File: config.mk
export PLATFORM = sky130hd
export DESIGN_NAME = iref_ctrl_flat
export DESIGN_NICKNAME = d
export VERILOG_FILES = /design/src/rtl/iref_ctrl_pkg.sv /design/src/rtl/iref_ctrl_if.sv /design/src/rtl/iref_delay_cnt.sv /design/src/rtl/iref_ctrl.sv /design/src/flat_wrapper.sv
export SDC_FILE = /design/constraint.sdc
export NUM_CORES = 1
export LEC_CHECK = 0
export ABC_CLOCK_PERIOD_IN_PS = 2000
export CAP_MARGIN = 20
export CORE_MARGIN = 8
export CORE_UTILIZATION = 51
export CTS_CLUSTER_SIZE = 30
export DETAILED_ROUTE_END_ITERATION = 16
export PLACE_DENSITY_LB_ADDON = 0.2
export SYNTH_ARGS = -nofsm -noshare
export SYNTH_HDL_FRONTEND = slang
export SYNTH_SLANG_ARGS = --single-unit
export TNS_END_PERCENT = 10
File: constraint.sdc
create_clock -name clk -period 2 [get_ports clk]
set_clock_uncertainty 0.1 [all_clocks]
set_input_delay 0.2 -clock clk [delete_from_list [all_inputs] [get_ports clk]]
set_output_delay 0.2 -clock clk [all_outputs]
set_load 0.1 [all_outputs]
File: src/rtl/iref_ctrl_pkg.sv
// Shared types and helpers for the IREF power-sequencing controller.
// The state enum encodes the five sequencing phases; calc_cnt_w sizes the delay counter.
package iref_ctrl_pkg;

    typedef enum logic [2:0] {
        IREF_OFF      = 3'd0,
        IREF_CHARGE   = 3'd1,
        IREF_SETTLE   = 3'd2,
        IREF_ON       = 3'd3,
        IREF_SHUTDOWN = 3'd4
    } iref_state_e;

    function automatic int calc_cnt_w(input int a, input int b, input int c);
        int m;
        m = a;
        if (b > m) m = b;
        if (c > m) m = c;
        return $clog2(m + 1);
    endfunction

endpackage

File: src/rtl/iref_ctrl_if.sv
// Enable request from the PMU register bank and status/pin drive toward the IREF block.
// master = requester (PMU side), slave = iref_ctrl.
interface iref_ctrl_if;
    logic en;
    logic iref_pd;
    logic iref_charge;
    logic ready;
    logic busy;
    logic ready_pulse;

    modport master (
        output en,
        input  iref_pd, iref_charge, ready, busy, ready_pulse
    );

    modport slave (
        input  en,
        output iref_pd, iref_charge, ready, busy, ready_pulse
    );
endinterface

File: src/rtl/iref_delay_cnt.sv
// Loadable down-counter with zero flag; load has priority, decrement saturates at zero.
// Registered count, zero flag decoded combinationally from the register.
module iref_delay_cnt #(
    parameter int CNT_W = 4
) (
    input  logic             clk,
    input  logic             rst,
    input  logic             load_i,
    input  logic [CNT_W-1:0] load_val_i,
    input  logic             dec_i,
    output logic             zero_o
);

    logic [CNT_W-1:0] cnt_q, cnt_d;

    always_comb begin
        cnt_d = cnt_q;
        if (load_i)
            cnt_d = load_val_i;
        else if (dec_i && (cnt_q != '0))
            cnt_d = cnt_q - 1'b1;
    end

    always_ff @(posedge clk or posedge rst) begin
        if (rst) cnt_q <= '0;
        else     cnt_q <= cnt_d;
    end

    assign zero_o = (cnt_q == '0);

endmodule

File: src/rtl/iref_ctrl.sv
// Sequences IREF pd/charge from a single enable level: release pd, charge, settle, report ready.
// Outputs are registered from the next state so they switch on the same edge as the FSM.
module iref_ctrl
    import iref_ctrl_pkg::*;
#(
    parameter int CHARGE_CYCLES = 1000,
    parameter int SETTLE_CYCLES = 200,
    parameter int OFF_CYCLES    = 16
) (
    input  logic        clk,
    input  logic        rst,
    iref_ctrl_if.slave  bus
);

    localparam int CNT_W = calc_cnt_w(CHARGE_CYCLES, SETTLE_CYCLES, OFF_CYCLES);
    localparam logic [CNT_W-1:0] CHG_LD = CNT_W'(CHARGE_CYCLES - 1);
    localparam logic [CNT_W-1:0] SET_LD = CNT_W'(SETTLE_CYCLES - 1);
    localparam logic [CNT_W-1:0] OFF_LD = CNT_W'(OFF_CYCLES - 1);

    iref_state_e      state_q, state_d;
    logic             cnt_load, cnt_dec, cnt_zero;
    logic [CNT_W-1:0] cnt_load_val;

    logic pd_q, pd_d;
    logic charge_q, charge_d;
    logic ready_q, ready_d;
    logic busy_q, busy_d;
    logic pulse_q, pulse_d;

    iref_delay_cnt #(.CNT_W(CNT_W)) u_cnt (
        .clk        (clk),
        .rst        (rst),
        .load_i     (cnt_load),
        .load_val_i (cnt_load_val),
        .dec_i      (cnt_dec),
        .zero_o     (cnt_zero)
    );

    always_ff @(posedge clk or posedge rst) begin
        if (rst) state_q <= IREF_OFF;
        else     state_q <= state_d;
    end

    always_comb begin
        state_d      = state_q;
        cnt_load     = 1'b0;
        cnt_load_val = '0;
        cnt_dec      = 1'b0;
        case (state_q)
            IREF_OFF: begin
                if (bus.en) begin
                    state_d      = IREF_CHARGE;
                    cnt_load     = 1'b1;
                    cnt_load_val = CHG_LD;
                end
            end
            IREF_CHARGE: begin
                // Abort straight to OFF: charge is already high, so pd may re-assert at once.
                if (!bus.en) begin
                    state_d = IREF_OFF;
                end else if (cnt_zero) begin
                    state_d      = IREF_SETTLE;
                    cnt_load     = 1'b1;
                    cnt_load_val = SET_LD;
                end else begin
                    cnt_dec = 1'b1;
                end
            end
            IREF_SETTLE: begin
                if (!bus.en) begin
                    state_d      = IREF_SHUTDOWN;
                    cnt_load     = 1'b1;
                    cnt_load_val = OFF_LD;
                end else if (cnt_zero) begin
                    state_d = IREF_ON;
                end else begin
                    cnt_dec = 1'b1;
                end
            end
            IREF_ON: begin
                if (!bus.en) begin
                    state_d      = IREF_SHUTDOWN;
                    cnt_load     = 1'b1;
                    cnt_load_val = OFF_LD;
                end
            end
            IREF_SHUTDOWN: begin
                if (cnt_zero) state_d = IREF_OFF;
                else          cnt_dec = 1'b1;
            end
            default: state_d = IREF_OFF;
        endcase
    end

    always_comb begin
        pd_d     = 1'b0;
        charge_d = 1'b0;
        ready_d  = 1'b0;
        busy_d   = 1'b0;
        pulse_d  = 1'b0;
        case (state_d)
            IREF_OFF:      begin pd_d = 1'b1; charge_d = 1'b1; end
            IREF_CHARGE:   begin charge_d = 1'b1; busy_d = 1'b1; end
            IREF_SETTLE:   busy_d = 1'b1;
            IREF_ON:       begin ready_d = 1'b1; pulse_d = (state_q != IREF_ON); end
            IREF_SHUTDOWN: begin charge_d = 1'b1; busy_d = 1'b1; end
            default:       begin pd_d = 1'b1; charge_d = 1'b1; end
        endcase
    end

    always_ff @(posedge clk or posedge rst) begin
        if (rst) begin
            pd_q     <= 1'b1;
            charge_q <= 1'b1;
            ready_q  <= 1'b0;
            busy_q   <= 1'b0;
            pulse_q  <= 1'b0;
        end else begin
            pd_q     <= pd_d;
            charge_q <= charge_d;
            ready_q  <= ready_d;
            busy_q   <= busy_d;
            pulse_q  <= pulse_d;
        end
    end

    assign bus.iref_pd     = pd_q;
    assign bus.iref_charge = charge_q;
    assign bus.ready       = ready_q;
    assign bus.busy        = busy_q;
    assign bus.ready_pulse = pulse_q;

endmodule

File: src/flat_wrapper.sv
// flat-port wrapper written by rule: the top's interface ports become plain ports
module iref_ctrl_flat import iref_ctrl_pkg::*;
#(
    parameter int CHARGE_CYCLES = 1000,
    parameter int SETTLE_CYCLES = 200,
    parameter int OFF_CYCLES    = 16
)
  (clk, rst, bus_en, bus_iref_pd, bus_iref_charge, bus_ready, bus_busy, bus_ready_pulse);
  iref_ctrl_if bus_i ();
  input  logic clk;
  input  logic rst;
  input wire logic [$bits(bus_i.en)-1:0] bus_en;
  output wire logic [$bits(bus_i.iref_pd)-1:0] bus_iref_pd;
  output wire logic [$bits(bus_i.iref_charge)-1:0] bus_iref_charge;
  output wire logic [$bits(bus_i.ready)-1:0] bus_ready;
  output wire logic [$bits(bus_i.busy)-1:0] bus_busy;
  output wire logic [$bits(bus_i.ready_pulse)-1:0] bus_ready_pulse;
  assign bus_i.en = bus_en;
  assign bus_iref_pd = bus_i.iref_pd;
  assign bus_iref_charge = bus_i.iref_charge;
  assign bus_ready = bus_i.ready;
  assign bus_busy = bus_i.busy;
  assign bus_ready_pulse = bus_i.ready_pulse;
  iref_ctrl #(.CHARGE_CYCLES(CHARGE_CYCLES), .SETTLE_CYCLES(SETTLE_CYCLES), .OFF_CYCLES(OFF_CYCLES)) u_core (.clk(clk), .rst(rst), .bus(bus_i));
endmodule
-- Word level (Yosys, flattened, before mapping)
Cells that the tools add are included.
- shifts and indexed selects: 0
- div/mod/pow operators: 0
- $lt $le $gt $ge: 0
- add/subtract/negate cells: 1
- muxes and demuxes: 28
- bitwise logic cells: 0
- $mul: 0
- reduce and logical (&&, ||, !) cells: 10
- equality and inequality tests: 9
- operator list (kind ; number):
    $mux W10 ; 4
    $pmux W10 S3 ; 1
    $mux W3 ; 7
    $pmux W3 S5 ; 1
    $eq A3 B2 Y1 const B ; 4
    $mux W1 ; 11
    $logic_not A10 Y1 ; 1
    $reduce_bool A10 Y1 ; 1
    $sub A10 B1 Y10 const B ; 1
    $mux W8 ; 1
    $eq A3 B1 Y1 const B ; 2
    $eq A3 B3 Y1 const B ; 2
    $reduce_or A2 Y1 ; 3
    $mux W4 ; 1
    $reduce_or A4 Y1 ; 1
    $logic_not A3 Y1 ; 1
    $ne A3 B2 Y1 const B ; 1
    $pmux W1 S3 ; 1
    $reduce_or A3 Y1 ; 1
    $pmux W1 S2 ; 1
    $reduce_bool A2 Y1 ; 1
    $logic_and A1 B1 Y1 ; 1
- input port bits: 3
- bits in read-only memories: 0
- bits in writable memories: 0
- bits in latches: 0
- memories kept: 0
- logic and storage cells: 55
- bits in registers: 18

-- Depth between registers and ports, before layout
Gate-level depths: netlist (run 1).
- word-level depth: 7
- gate-level depth with buffers: 8
- gate-level depth less buffers: 8

-- Cells and area by module
From an unflattened synthesis (run 1), not the netlist that was laid out.
- cell total of the unflattened synthesis: 111
- area, all modules: 1074.8 um^2
- by module, submodules not included (module ; seq. area each (um^2) ; cells each ; times used ; area an instance (um^2)):
    iref_delay_cnt ; 250.2 ; 69 ; 1 ; 655.6
    iref_ctrl ; 202.7 ; 42 ; 1 ; 419.2

-- Worst setup path after synthesis (run 1)
No wires, ideal clock.
- kind: reg-to-reg
- start point: reg u_core.u_cnt.cnt_q[0]
- end point: reg u_core.u_cnt.cnt_q[5]
- stages on the path, launching flop included: 8
- path slack: 0.049 ns
- arrival time: 1.725 ns
- setup time: 0.126 ns
- required time: 1.774 ns
- clock period less this slack: 1.951 ns
- buffers on the path: 0
- cell sequence: dfrtp_1 inv_1 ha_1 nor4b_2 nand3_1 o31ai_4 nor4_1 a221o_1
- cells in the longest elaborated chain, start to end: 6
- elaborated cells on any way between the ends: 13
- those cells by class: add/sub (1); mux (8); reduce/logical (4)
- ends and longest elaborated chain (what ; RTL line ; source):
    start, declared ; iref_delay_cnt.sv:14 ; logic [CNT_W-1:0] cnt_q, cnt_d;
    start signal, assigned ; iref_delay_cnt.sv:26 ; else cnt_q <= cnt_d;
    branches (longest 6 deep; another with $sub A10 B1 Y10) ; -- ;
Parallel ways; which one is timed is not known. The select of a mux whose other input is x is not followed.
A chain may end at the register's enable or synchronous reset.

-- Final worst setup path (run 1)
Same ends and word-level chain as after synthesis.

==> results.txt, run 1 <==
Synth top area share: 0.374
Top FF cell, synth: dfrtp_1
Syn-to-layout area delta: 26.6%
Final wirelength: 2530 um
R2R Setup Slk: 0.10 ns
Vias in the first global route: 957
GR Overflow Total: 0
Worst-path fanout max: 5
RSZ-0062 raised after global routing: true
NetSw: 426 uW
Switching Share: 0.376
Worst flop-to-flop path startpoint: u_core.u_cnt.cnt_q[0]
DRT iter0 DRCs: 41
Yosys reg bits: 18
First-pass GRT wire length: 4330 um
Top post-synthesis cells by count: 16 x dfrtp_1, 16 x nor2_1, 8 x a21oi_1, 8 x o21ai_0
Syn_area_per_cell: 9.00 sq um
Core area: 1980 sq um
Fin crit share: 0.949
Synth warn: 0
Number of cell rows: 16
Highest clock rate: 527 MHz
H-tree levels: 1
Worst EP arrival: 1.99 ns
Placed Instance Area: 1270 sq um
Crit. End Element: flip-flop
Netlist cell types: 46
Final Hold Viols: 0
Max IR drop VDD: 0.000655 V
Antenna Nets Post-Route: 0
Final GP Congestion: 0.947
I/O Buffers: 7
Die Ht: 61.8 um
Syn Nets: 123
DIE WIDTH: 61.8 um
CP delay by family, top: compound AO/OA/AOI/OAI gates
Initial antenna violation count: 0
Power Internal: 708 uW
Most area-hungry cell type in the Yosys netlist: dfrtp_1
Crit path largest cell delay: 0.40 ns
Crit path kind: flip-flop to flip-flop
Synth top area cells: dfrtp_1 37%, nor2_1 5.6%, dfstp_2 4.9%
TNS Setup: 0 ns
Reg2reg path depth: 7
Number of synthesized flops with an enable pin: 0
TritonRoute pass-1 iters: 4
Synth Instances: 119
DR WL/cell: 14.6 um
Startpoint types: flip-flop
Final Net Count: 151
Via count: 994
Diodes inserted: 0
Critical-path cell list: inv_2 -> ha_4 -> nor4b_4 -> nand3_2 -> o31ai_4 -> nor4_1 -> a221o_1
Least-Margin Pin Slew: 0.674 ns
Clock Latency Late Sink: 0.29 ns
Residual DRC count: 0
Leakage: 0.576 nW
Reg clk slew, reported paths: 0.10 ns
R2R Path End: u_core.u_cnt.cnt_q[5]
Sequential power share: 0.437
Full die area: 3820 sq um
Crit-path slowest cell: dfrtp_1
Layout cells sized above 1: 0.308
Status: completed
Vias per inst: 5.75
Clock Sinks: 18
PwrDens: 836 nW/um^2
Asr flop ratio synth: 1.00
Global Route Usage Sum: 0.153
Largest net degree at the start of global routing: 19
Final core utilization: 0.684
Sequential-to-total area share from yosys stat: 0.423
CTS tree: done
Clock Tree Buf Depth: 2
HPWL after DPL: 1820 um
Initial Util: 0.540
Final Critical Period: 1.90 ns
Buf/Inv on CP: 1
Comb pwr share: 0.395
Max-Cap Viols: 0
Clock share of power: 0.168
Slew Limit Fails: 0
IO Count: 8
CP required: 2.09 ns
Final Setup Violations: 0
Root Driver: clkbuf_4
Total CTS buffers: 3
Fin area: 1360 sq um
Min-delay worst type: primary input to asynchronous set/reset pin
Post-Syn Area: 1070 sq um
Slew HR: 0.550
==> final cells by class <==
type / instances / area [sq um]
Inverter: 7 / 31.3
Timing Repair Buffer: 27 / 208
Clock buffer: 4 / 26.3
Multi-Input combinational cell: 90 / 604
Fill cell: 149 / 626
Sequential cell: 18 / 453
Tap cell: 27 / 33.8
==> metrics by stage <==
| stage | total power, mW | hold slack [ns] | std cells | worst slack, ns |
|---|---|---|---|---|
| finish | 1.13 | 0.197 | 173 | 0.103 |
| global route | 1.21 | 0.280 | 173 | -0.0119 |
| CTS | 1.12 | 0.223 | 172 | 0.0182 |
| detailed placement | 0.902 | 0.439 | 167 | -0.137 |
| global placement | 0.893 | 0.429 | 167 | -0.112 |
| floorplan | 0.744 | 0.0371 | 119 | 0.0491 |
==> worst max path at each step <==
| stage | start | to | slack, ns | cells after the start |
|---|---|---|---|---|
| global placement | bus_en | u_core.u_cnt.cnt_q[8] | -0.11 | 8 |
| detailed placement | bus_en | u_core.u_cnt.cnt_q[6] | -0.14 | 8 |
| floorplan | u_core.u_cnt.cnt_q[0] | u_core.u_cnt.cnt_q[5] | 0.05 | 7 |
| finish | u_core.u_cnt.cnt_q[0] | u_core.u_cnt.cnt_q[5] | 0.10 | 7 |
| CTS | u_core.u_cnt.cnt_q[0] | u_core.u_cnt.cnt_q[5] | 0.02 | 7 |
| global route | u_core.u_cnt.cnt_q[0] | u_core.u_cnt.cnt_q[5] | -0.01 | 7 |
==> state kept, by name, indices dropped and copies added (netlist names) <==
register	flops
u_core.bus.iref_pd	1
u_core.u_cnt.cnt_q	10
u_core.bus.ready	1
u_core.bus.ready_pulse	1
u_core.bus.iref_charge	1
u_core.state_q	3
u_core.bus.busy	1
==> metal layers <==
metal | up-vias | track usage | wire [um]
li1 | 491 | - | -
met1 | 477 | 0.189 | 1130
met2 | 20 | 0.239 | 1230
met3 | 6 | 0.0350 | 122
met4 | 0 | 0.0877 | 40
met5 | - | 0 | 0
==> cell usage in the layout, fill, tap and decap left out, drive strengths merged, types with 2 or more instances in the layout <==
master	netlist	routed
nand2b	4	4
nor4b	2	2
nor3	6	6
nor2	16	16
clkdlybuf4s50	0	2
a311oi	2	2
dfrtp	16	16
nand3	4	4
a21oi	8	8
dfstp	2	2
or2	2	2
inv	6	6
nand2	5	5
nor4	2	2
nor2b	2	2
and3	4	4
o21ai	11	11
clkbuf	1	4
o31ai	3	3
o21a	2	2
buf	3	25
==> power groups by stage <==
stage / clock network (mW) / registers (mW) / logic, mW
finish: 0.191 / 0.495 / 0.447
CTS: 0.190 / 0.490 / 0.438
floorplan: 0 / 0.537 / 0.207
global route: 0.202 / 0.506 / 0.501
global placement: 0 / 0.489 / 0.404
detailed placement: 0 / 0.491 / 0.411
==> cells by family (layout without fill, tap and decap cells) <==
family                   count (synthesis)  in the layout  share of synthesized area
multiplexers                             1              1                    0.00935
buffers and inverters                   11             38                     0.0549
AO/OA/AOI/OAI                           35             35                      0.229
AND/OR/NAND/NOR                         53             53                      0.272
adder cells (fa/ha/maj)                  1              1                     0.0117
flip-flops                              18             18                      0.423
==> what timing repair did <==
| item | CTS | global route |
|---|---|---|
| resized for setup | 6 | 4 |
| pin swaps | 1 | 6 |
| setup buffers | 1 | 1 |
| endpoints found under the setup margin | 3 | 6 |
| hold buffers | 0 | 0 |
| hold endpoints to repair | 0 | 0 |
No activity file was read; power rests on OpenSTA's default activity.
==> run 2, diff against run 1 <==
--- a/config.mk
+++ b/config.mk
@@ -7,12 +7,13 @@
 export LEC_CHECK = 0
 export ABC_CLOCK_PERIOD_IN_PS = 2000
 export CAP_MARGIN = 20
+export CELL_PAD_IN_SITES_DETAIL_PLACEMENT = 0
+export CELL_PAD_IN_SITES_GLOBAL_PLACEMENT = 1
 export CORE_MARGIN = 8
-export CORE_UTILIZATION = 51
+export CORE_UTILIZATION = 39
 export CTS_CLUSTER_SIZE = 30
 export DETAILED_ROUTE_END_ITERATION = 16
 export PLACE_DENSITY_LB_ADDON = 0.2
 export SYNTH_ARGS = -nofsm -noshare
 export SYNTH_HDL_FRONTEND = slang
 export SYNTH_SLANG_ARGS = --single-unit
-export TNS_END_PERCENT = 10
==> results.txt, run 2 (same netlist as run 1, synthesis figures left out) <==
Initial antenna violation count: 0 (unchanged)
Full die area: 4680 sq um (+22%)
Clock Latency Late Sink: 0.30 ns (about the same)
CTS tree: done
Slew Limit Fails: 0 (unchanged)
DRT iter0 DRCs: 59 (+44%)
TNS Setup: 0 ns (unchanged)
DR WL/cell: 14.9 um (+1.8%)
Crit. End Element: flip-flop
HPWL after DPL: 1960 um (+7.3%)
Antenna Nets Post-Route: 0 (unchanged)
Buf/Inv on CP: 1 (unchanged)
Final core utilization: 0.525 (-0.159)
Highest clock rate: 529 MHz (+0.38%)
Crit path kind: flip-flop to flip-flop
Status: completed
Via count: 1003 (+0.91%)
Crit path largest cell delay: 0.40 ns (about the same)
PwrDens: 840 nW/um^2 (+0.52%)
Leakage: 0.610 nW (+6.0%)
Startpoint types: flip-flop
Initial Util: 0.399 (-0.142)
Metal3 WL: 88 um (-28%)
Worst flop-to-flop path startpoint: u_core.u_cnt.cnt_q[1]
RSZ-0062 raised after global routing: true
Crit-path slowest cell: dfrtp_1
Clock Sinks: 18 (unchanged)
TritonRoute pass-1 iters: 4 (unchanged)
M1 wire length: 1240 um (+9.9%)
Final Critical Period: 1.89 ns (-0.00726 ns)
Commonest non-fill, non-tap cell in the layout: buf_4
Global Route Usage Sum: 0.133 (-0.0200)
IO Count: 8 (unchanged)
CP required: 2.10 ns (about the same)
Reg2reg path depth: 7 (unchanged)
Min-delay worst type: primary input to asynchronous set/reset pin
Max-Cap Viols: 0 (unchanged)
Final Net Count: 157 (+4.0%)
Total CTS buffers: 3 (unchanged)
Max IR drop VDD: 0.000557 V (-15%)
Sequential power share: 0.419 (-0.018)
Comb pwr share: 0.386 (-0.009)
Max reg flops: 10 (unchanged)
Final Setup Violations: 0 (unchanged)
Die Ht: 68.4 um (+11%)
Top reg by flops: u_core.u_cnt.cnt_q
Commonest cells after routing, fill and taps aside: 31 x buf_4, 16 x nor2_1, 16 x dfrtp_1
Fin crit share: 0.945 (-0.00363)
Met2 routed WL: 1340 um (+8.3%)
# hold bufs at CTS: 0 (unchanged)
Clock share of power: 0.195 (+0.027)
Diodes inserted: 0 (unchanged)
Worst EP arrival: 1.99 ns (about the same)
H-tree levels: 1 (unchanged)
Worst-path fanout max: 5 (unchanged)
R2R Setup Slk: 0.11 ns (about the same)
Vias per inst: 5.48 (-4.6%)
Critical-path cell list: inv_2 -> ha_4 -> nor4b_4 -> nand3_2 -> o31ai_4 -> o21ai_1 -> a211o_1
Reg clk slew, reported paths: 0.11 ns (about the same)
Vias in the first global route: 998 (+4.3%)
Number of cell rows: 19 (+3)
Largest net degree at the start of global routing: 19 (unchanged)
Core area: 2690 sq um (+36%)
First-pass GRT wire length: 4690 um (+8.5%)
Final Hold Viols: 0 (unchanged)
Residual DRC count: 0 (unchanged)
Top sig layer: met4
Slew HR: 0.538 (-0.0128)
I/O Buffers: 7 (unchanged)
GR Overflow Total: 0 (unchanged)
Least-Margin Pin Slew: 0.693 ns (+0.0191 ns)
Regs by FF count: u_core.u_cnt.cnt_q (10), u_core.state_q (3)
CP delay by family, top: compound AO/OA/AOI/OAI gates
Switching Share: 0.368 (-0.00775)
Final wirelength: 2720 um (+7.6%)
Power Internal: 749 uW (+5.8%)
Final GP Congestion: 0.851 (-10%)
NetSw: 436 uW (+2.4%)
R2R Path End: u_core.u_cnt.cnt_q[8]
Root Driver: clkbuf_4
Clock Tree Buf Depth: 2 (unchanged)
Layout cells sized above 1: 0.329 (+0.0207)
DIE WIDTH: 68.4 um (+11%)
Syn-to-layout area delta: 31.7%
[run 2: cell type report]
type | instances | area, sq um
Fill cell | 257 | 1280
Multi-Input combinational cell | 90 | 598
Sequential cell | 18 | 453
Timing Repair Buffer | 33 | 253
Tap cell | 31 | 38.8
Clock buffer | 4 | 36.3
Inverter | 7 | 31.3
[run 2: worst max path at each step]
stage	from	slack [ns]	depth (start not counted)	endpoint
after global routing	u_core.u_cnt.cnt_q[0]	-0.02	7	u_core.u_cnt.cnt_q[5]
after detailed placement	bus_en	-0.06	5	u_core.u_cnt.cnt_q[5]
after floorplan	u_core.u_cnt.cnt_q[0]	0.05	7	u_core.u_cnt.cnt_q[5]
after CTS	u_core.u_cnt.cnt_q[0]	0.03	7	u_core.u_cnt.cnt_q[5]
after global placement	bus_en	-0.03	5	u_core.u_cnt.cnt_q[5]
final	u_core.u_cnt.cnt_q[1]	0.11	7	u_core.u_cnt.cnt_q[8]
[run 2: power by group through the flow]
stage / Combinational [mW] / Clock [mW] / Sequential, mW
after floorplan: 0.207 / 0 / 0.537
after global placement: 0.418 / 0 / 0.492
after detailed placement: 0.423 / 0 / 0.491
after CTS: 0.449 / 0.244 / 0.488
after global routing: 0.514 / 0.262 / 0.507
final: 0.457 / 0.231 / 0.497
[run 2: metrics by stage]
step	area (sq um)	cells	setup slack [ns]	hold WS (ns)	total power, mW
after floorplan	1070	119	0.0491	0.0371	0.744
after global placement	1310	176	-0.0268	0.436	0.910
after detailed placement	1310	176	-0.0613	0.438	0.914
after CTS	1380	181	0.0324	0.221	1.18
after global routing	1410	183	-0.0197	0.278	1.28
final	1410	183	0.110	0.196	1.18
[run 2: metal layers]
layer,track usage,vias up
met5,0,-
met1,0.166,492
met3,0.0262,4
met2,0.211,14
li1,-,493
met4,0.0716,0
[run 2: repair_timing]
item / in CTS / in global routing
gates resized for setup: 5 / 3
pin swaps: 1 / 5
setup buffers: 1 / 2
endpoints found under the setup margin: 2 / 5
[run 2: worst reg2reg max path, delay by kind of cell (launching register included)]
| kind | cells | cell delay, ns |
|---|---|---|
| AOI/OAI and AO/OA | 3 | 0.70 |
| adders and majority gates | 1 | 0.15 |
| buffers and inverters | 1 | 0.07 |
| and+or+nand+nor | 2 | 0.37 |
| DFF | 1 | 0.40 |
